==> src/rtl/fft_pkg.sv <==
// Shared definitions for the FFT output reorder path.
//   FFT_N / FFT_DW / FFT_LOG2N : default frame size, sample width, log2(frame size)
//   cplx_t                     : one complex sample, real part in the upper half
//   bitrev()                   : reverse the low log2n bits of an index
package fft_pkg;

  localparam int FFT_N     = 4;
  localparam int FFT_DW    = 12;
  localparam int FFT_LOG2N = 2;

  typedef struct packed {
    logic signed [FFT_DW-1:0] re;
    logic signed [FFT_DW-1:0] im;
  } cplx_t;

  // Shift bits out of the bottom of k and into the bottom of r, so the
  // LSB of k ends up in bit position log2n-1 of the result.
  function automatic logic [31:0] bitrev(input logic [31:0] k, input int unsigned log2n);
    logic [31:0] r;
    logic [31:0] s;
    r = '0;
    s = k;
    for (int i = 0; i < 32; i++) begin
      if (i < int'(log2n)) begin
        r = {r[30:0], s[0]};
        s = s >> 1;
      end
    end
    return r;
  endfunction

endpackage

==> src/rtl/fft_pingpong_ram.sv <==
// Two-bank frame buffer for the bit-reversal reorder stage.
//   clk                    : write clock
//   we, wr_bank, wr_addr   : synchronous write strobe and location (bank + index)
//   wr_data                : packed {re, im} sample
//   rd_bank, rd_addr       : asynchronous read location
//   rd_data                : packed {re, im} sample at the read location
// Contents are deliberately not reset; every location is written before it is read.
module fft_pingpong_ram
  import fft_pkg::*;
#(
  parameter int N     = FFT_N,
  parameter int LOG2N = FFT_LOG2N,
  parameter int W     = 2 * FFT_DW
) (
  input  logic             clk,
  input  logic             we,
  input  logic             wr_bank,
  input  logic [LOG2N-1:0] wr_addr,
  input  logic [W-1:0]     wr_data,
  input  logic             rd_bank,
  input  logic [LOG2N-1:0] rd_addr,
  output logic [W-1:0]     rd_data
);

  logic [W-1:0] mem [2*N];

  always_ff @(posedge clk) begin
    if (we) begin
      mem[{wr_bank, wr_addr}] <= wr_data;
    end
  end

  assign rd_data = mem[{rd_bank, rd_addr}];

endmodule

==> src/rtl/fft_bitrev_reorder.sv <==
// Reorders each N-point frame from bit-reversed to natural index order.
//   clk, rst             : rising-edge clock, asynchronous active-high reset
//   in_valid, in_r, in_i : next input sample, frames arrive in bit-reversed order
//   out_valid, out_first : natural-order output beat, out_first marks X[0]
//   out_r, out_i         : output sample, passed through bit-exact
//
// Handshake: there is no ready in either direction. A sample is taken on every
// rising edge where in_valid=1, and the consumer must take every beat on which
// out_valid=1. A frame replays as N back-to-back beats, starting on the edge
// after its last sample is written.
module fft_bitrev_reorder
  import fft_pkg::*;
#(
  parameter int N     = FFT_N,
  parameter int DW    = FFT_DW,
  parameter int LOG2N = FFT_LOG2N
) (
  input  logic                 clk,
  input  logic                 rst,
  input  logic                 in_valid,
  input  logic signed [DW-1:0] in_r,
  input  logic signed [DW-1:0] in_i,
  output logic                 out_valid,
  output logic                 out_first,
  output logic signed [DW-1:0] out_r,
  output logic signed [DW-1:0] out_i
);

  localparam logic [LOG2N-1:0] LAST = LOG2N'(N - 1);

  logic [LOG2N-1:0] wr_cnt;
  logic             wr_bank;
  logic [LOG2N-1:0] rd_cnt;
  logic             rd_bank;
  logic             rd_active;
  logic [LOG2N-1:0] rd_addr;
  logic [2*DW-1:0]  rd_data;
  logic             frame_done;

  assign frame_done = in_valid && (wr_cnt == LAST);
  assign rd_addr    = LOG2N'(bitrev(32'(rd_cnt), LOG2N));

  fft_pingpong_ram #(
    .N     (N),
    .LOG2N (LOG2N),
    .W     (2 * DW)
  ) u_ram (
    .clk     (clk),
    .we      (in_valid),
    .wr_bank (wr_bank),
    .wr_addr (wr_cnt),
    .wr_data ({in_r, in_i}),
    .rd_bank (rd_bank),
    .rd_addr (rd_addr),
    .rd_data (rd_data)
  );

  // Write side: wr_cnt wraps naturally because N is a power of two.
  always_ff @(posedge clk or posedge rst) begin
    if (rst) begin
      wr_cnt  <= '0;
      wr_bank <= 1'b0;
    end else if (in_valid) begin
      wr_cnt <= wr_cnt + 1'b1;
      if (frame_done) begin
        wr_bank <= ~wr_bank;
      end
    end
  end

  // Read side. A completing frame takes priority over the end of the current
  // replay so that continuous input yields continuous output. The bank just
  // filled is always the one not being written next, so reads and writes never
  // touch the same bank while rd_active is set.
  always_ff @(posedge clk or posedge rst) begin
    if (rst) begin
      rd_cnt    <= '0;
      rd_bank   <= 1'b0;
      rd_active <= 1'b0;
      out_valid <= 1'b0;
      out_first <= 1'b0;
      out_r     <= '0;
      out_i     <= '0;
    end else begin
      if (rd_active) begin
        out_r     <= rd_data[2*DW-1:DW];
        out_i     <= rd_data[DW-1:0];
        out_valid <= 1'b1;
        out_first <= (rd_cnt == '0);
        rd_cnt    <= rd_cnt + 1'b1;
        if (rd_cnt == LAST) begin
          rd_active <= 1'b0;
        end
      end else begin
        out_valid <= 1'b0;
        out_first <= 1'b0;
      end

      if (frame_done) begin
        rd_bank   <= wr_bank;
        rd_active <= 1'b1;
        rd_cnt    <= '0;
      end
    end
  end

endmodule

==> config.mk <==
export PLATFORM = sky130hd
export DESIGN_NAME = fft_bitrev_reorder
export DESIGN_NICKNAME = d
export VERILOG_FILES = /design/src/rtl/fft_pkg.sv /design/src/rtl/fft_pingpong_ram.sv /design/src/rtl/fft_bitrev_reorder.sv
export SDC_FILE = /design/constraint.sdc
export NUM_CORES = 1
export LEC_CHECK = 0
export ABC_AREA = 0
export BUFFER_PORTS_ARGS = -buffer_cell sky130_fd_sc_hd__buf_2
export CORE_MARGIN = 3
export CORE_UTILIZATION = 54
export DETAILED_ROUTE_END_ITERATION = 6
export PLACE_DENSITY = 0.78
export REMOVE_ABC_BUFFERS = 1
export SLEW_MARGIN = 20
export SYNTH_ARGS = -nofsm -noshare
export SYNTH_HDL_FRONTEND = slang
export SYNTH_SLANG_ARGS = --single-unit
==> constraint.sdc <==
create_clock -name clk -period 2.5 [get_ports clk]
set_input_delay 0.5 -clock clk [delete_from_list [all_inputs] [get_ports clk]]
set_output_delay 0.5 -clock clk [all_outputs]
set_load 0.1 [all_outputs]
==> flow_summary_export.csv <==
group,metric,value,unit
global_route,grt_use_total,0.2038,
cts,postCtsHoldBufs,0,
synthesis,synth_cells,507,
route,routed_via_density,5.918,
global_route,grt_max_degree,40,
placed_design,port_buffers,52,
route,wl_per_cell,22.17,µm
synthesis,yosys.area.top_type,"edfxtp_1",
pwr,p_leak,3.771,nW
layout,multi_input_area,1997,µm²
global_route,grt_pass1_vias,5053,
cts,clk_pin_slew,0.06,ns
cts,cts_tree,"yes",
layout,layout_common_cells,"edfxtp_1 (192), mux2i_1 (97), buf_2 (52)",
layout,final_core_utilization,0.6529,
sta,rsz0062_at_grt,"no",
global_route,grt_pass1_wl,28160,µm
worst_setup_path,crit_start,"rd_cnt[0]",
floorplan,core.rowCount,45,
sta,clock_skew,0.01473,ns
placed_design,place_hpwl,10810,µm
floorplan,die_h,133.5,µm
worst_setup_path,r2r_slack,0.51,ns
synthesis,async_flop_share,0.1467,
worst_setup_path,required,2.87,ns
sta,report.final.slew_viol_count,0,
synthesis,synth.cell_area,8785,µm²
cts,cts_root_buf,"clkbuf_16",
synthesis,ys_seq_elements,225,
route,postRouteAntennaNets,0,
sta,hold_viol,0,
worst_setup_path,ff2ff_path_depth,4,
worst_setup_path,reg2reg_to,"out_i[8]",
floorplan,core-area,15540,µm²
floorplan,io_pins,53,
worst_setup_path,crit_fanout,17,
synthesis,yosysWarningCount,0,
layout,final_cells,809,
worst_setup_path,arrival,2.36,ns
floorplan,die_w,133.5,µm
synthesis,ys_types,26,
floorplan,start_util,0.5653,
placed_design,place_area,9383,µm²
pwr,power,13.74,mW
worst_setup_path,crit-reg2reg-launch,"rd_cnt[0]",
cts,cts_htree_levels,1,
cts,cts_resized,0,
route,vias,4788,
sta,tightestPinTransition,0.6041,ns
sta,min_period,1.988,ns
cts,cts_setup_buffers,0,
sta,slew_headroom,0.5973,
worst_setup_path,cp-start-kind,"flop",
layout,nFillCells,1103,
route,drcViolationCount,0,
placed_design,place_congestion,0.7541,
layout,areaGrowthSynthToFinish,15.50,%
layout,layout.area.seq,6596,µm²
synthesis,yosys.area.top_type_share,0.6563,
global_route,antenna_found_initial,0,
global_route,grt_overflow_total,0,
sta,holdWs,0.1293,ns
layout,fin_area,10150,µm²
sta,post-route-period-util,0.7953,
placed_design,place_inst,767,
route,first_pass_iters,4,
cts,cts_buffer_depth,3,
layout,layout.nets,611,
synthesis,ys_seq_area_frac,0.7503,
route,wl,17940,µm
pwr,peakVddDrop,0.8629,mV
sta,fmax,503.0,MHz
hold_path,min_path_type,"primary input to asynchronous set/reset pin",
pwr,power_density,1354,nW/µm²
cts,cts_buffers,23,
worst_setup_path,cp-endpoint,"out_i[8]",
layout,drive_gt1_frac,0.2140,
synthesis,synth_edf_count,192,
synthesis,synth_flop_cell,"edfxtp_1",
synthesis,avgSynthCellArea,17.33,µm²
cts,clock-sinks,225,
route,drt_iter0_drc,371,
status,status,"complete, no violations",
layout,layout_commonest_cell,"edfxtp_1",
worst_setup_path,critPathKind,"flop to flop",
sta,setup_viol,0,
worst_setup_path,crit_path_end_kind,"flop",
layout,diodes,0,
floorplan,die-area,17830,µm²
synthesis,synth.area.top_cells,"edfxtp_1 (66%), mux2i_1 (11%), dfrtp_1 (9.4%)",
cts,clock_latency,0.50,ns
flow_run,max_cap_viol_count,0,
[layout make-up]
cell class,count,share of cell area
inverter,4,0.001480
clock buffer,33,0.06339
tap,211,0.02602
clock inverter,9,0.01184
multi-input combinational,245,0.1968
sequential,225,0.6501
timing repair buffer,82,0.05031
[Yosys cell counts (4+ instances only)]
cell type	instances
buf_2	12
a41o_1	24
mux2i_1	97
nor2b_1	24
buf_6	5
edfxtp_1	192
inv_1	4
nand3_1	48
dfrtp_1	33
nor2_1	6
buf_4	8
clkbuf_1	7
a22oi_1	24
[worst max-delay path: stages, from the launching register on]
cell and delay [ns]:
dfrtp_1 0.73, nor2b_4 0.38, buf_4 0.34, a22oi_1 0.15, a41o_1 0.26
[power breakdown]
| group | switching, mW | total (mW) | internal, mW |
|---|---|---|---|
| Sequential | 0.429 | 5.29 | 4.86 |
| Combinational | 3.56 | 5.05 | 1.49 |
| Clock | 1.31 | 3.40 | 2.10 |
[worst min path at each step]
stage	start	to	depth (start not counted)
finish	rst	out_i[1]	3
global route	rst	out_i[4]	3
CTS	rst	out_i[4]	3
detailed placement	wr_cnt[0]	wr_cnt[0]	1
global placement	wr_cnt[0]	wr_cnt[0]	1
floorplan	wr_cnt[0]	wr_cnt[0]	1
[sequential cells by signal (all words and copies together) (netlist names)]
register,cells
out_r,12
u_ram.mem,192
out_first,1
rd_cnt,2
rd_bank,1
rd_active,1
out_valid,1
wr_cnt,2
wr_bank,1
out_i,12
[metrics by stage]
stage / TNS, ns / setup slack (ns)
2_1_floorplan: -48.98 / -1.520
3_3_place_gp: 0 / 0.6537
3_5_place_dp: 0 / 0.5438
4_1_cts: 0 / 0.5306
5_1_grt: 0 / 0.4163
6_report: 0 / 0.5118
[routing by layer]
metal	share of wire	vias up	GRT usage
met5	0	-	0
met4	0.031	0	0.06971
met3	0.044	44	0.03285
met2	0.51	147	0.3505
met1	0.41	2459	0.2667
li1	-	2138	-
[logic make-up (layout without fill, tap and decap cells)]
group,Yosys count,after routing,share of synthesized area
AOI/OAI and AO/OA,51,51,0.04956
xor gates and xnor gates,3,3,0.002992
adders and majority gates,3,3,0.004273
buffers and inverters,37,128,0.02521
DFF,225,225,0.7503
muxes,99,99,0.1131
and+or+nand+nor,89,89,0.05455
Power figures use the tool's default switching activity.
